**src/rtl/param_decoder.sv**
```systemverilog
// Registered binary-to-one-hot decoder: IN-bit digit -> 2**IN-bit vector, captured on en.
// Define DEC_ACTIVE_LOW_EN to make the output one-cold, with an all-ones reset value.
module param_decoder #(
    parameter int unsigned IN = 4
) (
    input  logic                 clk,
    input  logic                 rst_n,
    input  logic                 en,
    input  logic [IN-1:0]        digit,
    output logic [(1<<IN)-1:0]   vector,
    output logic                 vld
);

    localparam int unsigned OUT = 1 << IN;

`ifdef DEC_ACTIVE_LOW_EN
    localparam logic [OUT-1:0] RST_VAL = '1;
`else
    localparam logic [OUT-1:0] RST_VAL = '0;
`endif

    logic [OUT-1:0] onehot;
    logic [OUT-1:0] vector_d, vector_q;
    logic           vld_d, vld_q;

    // Each output line compares against its own index, so the decode scales with IN.
    for (genvar gi = 0; gi < OUT; gi++) begin : g_dec
        assign onehot[gi] = (digit == IN'(gi));
    end

    always_comb begin
        vector_d = vector_q;
        vld_d    = en;
        if (en) begin
`ifdef DEC_ACTIVE_LOW_EN
            vector_d = ~onehot;
`else
            vector_d = onehot;
`endif
        end
    end

    always_ff @(posedge clk) begin
        if (!rst_n) begin
            vector_q <= RST_VAL;
            vld_q    <= 1'b0;
        end else begin
            vector_q <= vector_d;
            vld_q    <= vld_d;
        end
    end

    assign vector = vector_q;
    assign vld    = vld_q;

endmodule

```
**config.mk**
```make
export PLATFORM = sky130hd
export DESIGN_NAME = param_decoder
export DESIGN_NICKNAME = d
export VERILOG_FILES = /design/src/rtl/param_decoder.sv
export SDC_FILE = /design/constraint.sdc
export NUM_CORES = 1
export LEC_CHECK = 0
export BUFFER_PORTS_ARGS = -buffer_cell sky130_fd_sc_hd__buf_4
export CAP_MARGIN = 40
export CORE_UTILIZATION = 45
export CTS_BUF_LIST = sky130_fd_sc_hd__clkbuf_4 sky130_fd_sc_hd__clkbuf_8 sky130_fd_sc_hd__clkbuf_16
export CTS_CLUSTER_DIAMETER = 30
export DETAILED_ROUTE_END_ITERATION = 8
export PLACE_DENSITY = 0.74
export SYNTH_ARGS = -nofsm -noshare
export SYNTH_HDL_FRONTEND = slang
export SYNTH_SLANG_ARGS = --single-unit
```
**constraint.sdc**
```tcl
create_clock -name clk -period 2 [get_ports clk]
set_input_delay 0.3 -clock clk [delete_from_list [all_inputs] [get_ports clk]]
set_output_delay 0.3 -clock clk [all_outputs]
set_load 0.05 [all_outputs]
```
==> flow_summary.json, run 1 <==
{
  "outcome": "finished, final reports clean",
  "p_seq_frac": 0.569,
  "tightest_slew_ns": 0.387,
  "ant_nets": 0,
  "critical-path-slowest-cell": "dfxtp_1",
  "final_cell_mix": "23 x buf_4, 17 x dfxtp_1, 9 x o2bb2ai_1",
  "met3_usage": 0.0333,
  "setup_viol": 0,
  "place_hpwl_um": 835,
  "p_leak_nw": 0.354,
  "core_um2": 1320,
  "die_area_um2": 1610,
  "end_kind": "primary output",
  "grt_first_pass_wirelength_um": 1670,
  "numPortBuffers": 23,
  "path_max_fanout": 2,
  "slew_violations": 0,
  "final_nets": 82,
  "syn_inst": 50,
  "antenna_found_initial": 0,
  "finalHoldViolations": 0,
  "dp.cells": 85,
  "start_util": 0.496,
  "comb_power_share": 0.121,
  "p_sw_mw": 0.148,
  "crit_type": "reg2out",
  "cts_sinks": 17,
  "slew_headroom": 0.742,
  "grtUsageTotal": 0.163,
  "min_period_ns": 1.17,
  "finalCritPeriodShare": 0.586,
  "finalSetupTns_ns": 0,
  "viasPerCell": 5.43,
  "critical_path.cell_chain": "buf_4",
  "cts.clk_slew.worst_paths_ns": 0.10,
  "peakVddDrop_mv": 0.441,
  "path_buf_inv": 1,
  "cp.required_ns": 1.70,
  "worst_slack_ns": 0.827,
  "start_kind": "flop",
  "final_common_cell": "buf_4",
  "yosys.cell_types.count": 14,
  "std_cell_rows": 13,
  "swShare": 0.242,
  "drive_gt1_frac": 0.500,
  "die_y_um": 40.1,
  "firstDrtPassIters": 4,
  "area_delta_synth_final_pct": 28.7,
  "wl_um": 1170,
  "cts_tree": "yes",
  "fin_skew_ns": 0,
  "clk_path_buf_depth": 2,
  "power.share.clock": 0.311,
  "hold_class": "in2reg",
  "dp_slack_ns": 0.932,
  "clkLatencyLatePin_ns": 0.28,
  "post_cts_buffers": 0,
  "cp.arrival_ns": 0.87,
  "utilization": 0.638,
  "wire_per_inst_um": 13.1,
  "yosys_warnings": 0,
  "ys_seq_elements": 17,
  "routabilityCongestion": 0.664,
  "global_route.usage.met1": 0.212,
  "worst_path_largest_cell_delay_ns": 0.38,
  "drc_errors": 0,
  "drv_cap": 0,
  "root_buffer": "clkbuf_4",
  "ios": 24,
  "synth_nets": 57,
  "grt_max_degree": 17,
  "ctsHoldBuffers": 0,
  "stdcell_count": 89,
  "die_w_um": 40.1,
  "power_density_nw_per_um2": 726,
  "ys_seq_area_frac": 0.521,
  "grt_pass1_vias": 371,
  "rsz0062_at_grt": "false",
  "dr.first_iter.drc_count": 8,
  "vias": 483,
  "antenna_cells": 0,
  "cp_top_family": "flip-flops",
  "grt_util_met2": 0.254,
  "synth_area_um2": 653,
  "synth_area_per_cell_um2": 13.1,
  "grt.busiest_layer": "met2",
  "grt_overflow_total": 0,
  "cts-resized-gates": 0,
  "max_freq_mhz": 853,
  "cts-htree-levels": 1,
  "cts_buffers": 3,
  "p_int_mw": 0.462
}
[layout make-up]
class / count / area [µm²]
clock buffer: 4 / 30.0
fill: 105 / 477
multi-input combinational: 30 / 279
sequential: 17 / 340
tap: 15 / 18.8
timing repair buffer: 23 / 173
[synthesized netlist by cell type]
master	number	area, µm²
buf_6	3	33.8
o2bb2ai_1	9	78.8
nor2b_4	1	13.8
nor3b_1	1	7.51
and3_2	1	7.51
o2bb2ai_2	3	45.0
or3b_4	1	11.3
nand3_1	2	10.0
and2_2	1	7.51
a22o_1	4	35.0
and3b_2	2	20.0
nand3b_1	4	30.0
nor3b_2	1	12.5
dfxtp_1	17	340
[path summary, 6_finish.rpt]
kind                                  end  slack [ns]                     from  cells after the start
setup / recovery                vector[9]        0.83   vector[9]$_SDFFE_PN0P_                      1
hold / removal             vld$_SDFF_PN0_        0.30                       en                      2
setup reg to reg   vector[0]$_SDFFE_PN0P_        1.38   vector[0]$_SDFFE_PN0P_                      1
hold reg to reg   vector[13]$_SDFFE_PN0P_        0.47  vector[13]$_SDFFE_PN0P_                      1
[routing by layer]
layer / share of wire / vias to the layer above / routed length [µm]
met4: 0.0043 / 0 / 5
met2: 0.43 / 20 / 506
met3: 0.071 / 2 / 83
met5: 0 / - / 0
li1: - / 244 / -
met1: 0.49 / 217 / 572
[cells by family (layout without fill, tap and decap cells)]
family | Yosys count | count (layout) | synth area share
AO/OA/AOI/OAI | 16 | 16 | 0.243
buffers and inverters | 3 | 27 | 0.0517
AND/OR/NAND/NOR | 14 | 14 | 0.184
flip-flops | 17 | 17 | 0.521
[sequential cells by signal (all words and copies together), names as in the netlist]
register	flops
vector	16
vld	1
[power groups by stage]
stage / Combinational (mW) / Sequential (mW) / Clock [mW]
after floorplan: 0.0313 / 0.375 / 0
after global placement: 0.0727 / 0.355 / 0
after detailed placement: 0.0734 / 0.355 / 0
after CTS: 0.0736 / 0.347 / 0.195
after global routing: 0.0784 / 0.348 / 0.208
final: 0.0737 / 0.347 / 0.190
[through the flow]
| stage | instance area, µm² | hold WS [ns] | power (mW) |
|---|---|---|---|
| final | 841 | 0.301 | 0.610 |
| after global placement | 811 | 0.451 | 0.427 |
| after floorplan | 653 | 0.436 | 0.406 |
| after CTS | 841 | 0.298 | 0.615 |
| after detailed placement | 811 | 0.452 | 0.428 |
| after global routing | 841 | 0.301 | 0.634 |
(Power assumes the default switching activity.)
==> run 2: changes to the inputs <==
--- a/config.mk
+++ b/config.mk
@@ -7,11 +7,11 @@
 export LEC_CHECK = 0
 export BUFFER_PORTS_ARGS = -buffer_cell sky130_fd_sc_hd__buf_4
 export CAP_MARGIN = 40
-export CORE_UTILIZATION = 45
+export CORE_UTILIZATION = 41
 export CTS_BUF_LIST = sky130_fd_sc_hd__clkbuf_4 sky130_fd_sc_hd__clkbuf_8 sky130_fd_sc_hd__clkbuf_16
 export CTS_CLUSTER_DIAMETER = 30
 export DETAILED_ROUTE_END_ITERATION = 8
-export PLACE_DENSITY = 0.74
+export PLACE_DENSITY = 0.71
 export SYNTH_ARGS = -nofsm -noshare
 export SYNTH_HDL_FRONTEND = slang
 export SYNTH_SLANG_ARGS = --single-unit
==> constraint.sdc (replaced) <==
create_clock -name clk -period 1 [get_ports clk]
set_input_delay 0.15 -clock clk [delete_from_list [all_inputs] [get_ports clk]]
set_output_delay 0.15 -clock clk [all_outputs]
set_load 0.05 [all_outputs]
==> run 2 against run 1 <==
Global-route usage fell by 1.6 points. Non-clock buffer count rose by 2. Sequential power rose by 100%. Critical endpoint is now vector[0]. Critical path type unchanged. Largest cell class unchanged. Sequential share of layout area fell by 2.6 points. Power rose by 100%. Via count rose by 2.3%.
==> flow_summary.json, run 2 (same netlist as run 1, synthesis figures left out) <==
{
  "routabilityCongestion": 0.648,
  "dr.first_iter.drc_count": 1,
  "ant_nets": 0,
  "setup_viol": 0,
  "finalHoldViolations": 0,
  "grt_overflow_total": 0,
  "p_leak_nw": 0.378,
  "hold_path_depth": 2,
  "power_density_nw_per_um2": 1340,
  "final_cell_mix": "15 x buf_6, 10 x buf_4, 10 x dfxtp_1",
  "tightest_slew_ns": 0.264,
  "critPathLaunch": "vector[0]$_SDFFE_PN0P_",
  "final_common_cell": "buf_6",
  "root_buffer": "clkbuf_4",
  "die_w_um": 41.9,
  "start_util": 0.439,
  "regToRegStartpoint": "vector[12]$_SDFFE_PN0P_",
  "die_y_um": 41.9,
  "critical_path.cell_chain": "buf_4",
  "fin_skew_ns": 0,
  "post_cts_buffers": 0,
  "ios": 24,
  "drc_errors": 0,
  "cts-htree-levels": 1,
  "peakVddDrop_mv": 0.971,
  "wire_per_inst_um": 12.9,
  "reg2reg_slack_ns": 0.36,
  "max_freq_mhz": 1020,
  "cts_buffers": 3,
  "finalCritPeriodShare": 0.978,
  "path_max_fanout": 2,
  "finalPower_mw": 1.24,
  "largest_reg_flops": 16,
  "hold_class": "in2reg",
  "clkLatencyLatePin_ns": 0.28,
  "crit_type": "reg2out",
  "hold_end": "vld$_SDFF_PN0_",
  "cts.clk_slew.worst_paths_ns": 0.09,
  "stdcell_area_um2": 922,
  "cts-resized-gates": 4,
  "end_kind": "primary output",
  "die_area_um2": 1760,
  "min_period_ns": 0.978,
  "slew_violations": 0,
  "cp_top_family": "flip-flops",
  "numPortBuffers": 23,
  "wl_um": 1190,
  "rr_worst_depth": 1,
  "antenna_cells": 0,
  "rr_endpoint": "vector[12]$_SDFFE_PN0P_",
  "cp.required_ns": 0.85,
  "ctsHoldBuffers": 0,
  "grt_max_degree": 11,
  "firstDrtPassIters": 2,
  "outcome": "finished, final reports clean",
  "drv_cap": 0,
  "num-fill-cells": 124,
  "finalSetupTns_ns": 0,
  "cp.arrival_ns": 0.83,
  "slew_headroom": 0.823,
  "place_hpwl_um": 889,
  "critical-path-slowest-cell": "dfxtp_1",
  "multi_input_area_um2": 279,
  "viasPerCell": 5.37,
  "drive_gt1_frac": 0.605,
  "grt_pass1_vias": 438,
  "rsz0062_at_grt": "false",
  "cts_tree": "yes",
  "antenna_found_initial": 0,
  "core_um2": 1490,
  "path_buf_inv": 1,
  "area_delta_synth_final_pct": 41.2,
  "grtUsageTotal": 0.147,
  "std_cell_rows": 14,
  "min_from": "en",
  "clk_path_buf_depth": 2,
  "placed_cell_area_um2": 827,
  "cts_sinks": 17,
  "vias": 494,
  "start_kind": "flop",
  "final_nets": 84,
  "grt_first_pass_wirelength_um": 1930,
  "register_area_um2": 349,
  "worst_path_largest_cell_delay_ns": 0.35
}
-- run 2: cell count changes in the layout (fill, tap and decap cells not counted) --
cell,before,now
dfxtp_1,17,10
buf_6,0,15
dfxtp_2,0,7
buf_4,23,10
-- run 2: how the worst max path moves through the flow --
stage	endpoint	slack, ns	depth (start not counted)
2_1_floorplan	vector[0]$_SDFFE_PN0P_	0.12	1
3_3_place_gp	vector[2]$_SDFFE_PN0P_	0.10	3
3_5_place_dp	vector[12]$_SDFFE_PN0P_	0.09	4
4_1_cts	vector[9]	0.001	1
5_1_grt	vector[14]	0.0001	1
6_report	vector[0]	0.02	1
-- run 2: layer usage --
layer / track usage / up-vias / routed length, µm
li1: - / 248 / -
met1: 0.186 / 231 / 573
met2: 0.228 / 15 / 534
met3: 0.0522 / 0 / 78
met4: 0.0581 / 0 / 0
met5: 0 / - / 0
-- run 2: cell type report --
type                       instances  share of cell area
sequential                        17               0.379
clock buffer                       4              0.0326
tap                               16              0.0217
multi-input combinational         30               0.303
timing repair buffer              25               0.265
-- run 2: through the flow --
stage / cells / hold slack (ns) / worst slack [ns] / utilization
2_1_floorplan: 50 / 0.286 / 0.125 / -
3_3_place_gp: 88 / 0.442 / 0.100 / 0.555
3_5_place_dp: 88 / 0.442 / 0.0869 / 0.555
4_1_cts: 92 / 0.141 / 0.00136 / 0.586
5_1_grt: 92 / 0.143 / 0.000114 / 0.619
6_report: 92 / 0.149 / 0.0221 / 0.619
-- run 2: where the power goes --
group          switching [mW]  internal, mW
sequential            0.00737         0.689
clock                   0.201         0.182
combinational          0.0927        0.0656
total                   0.301         0.936
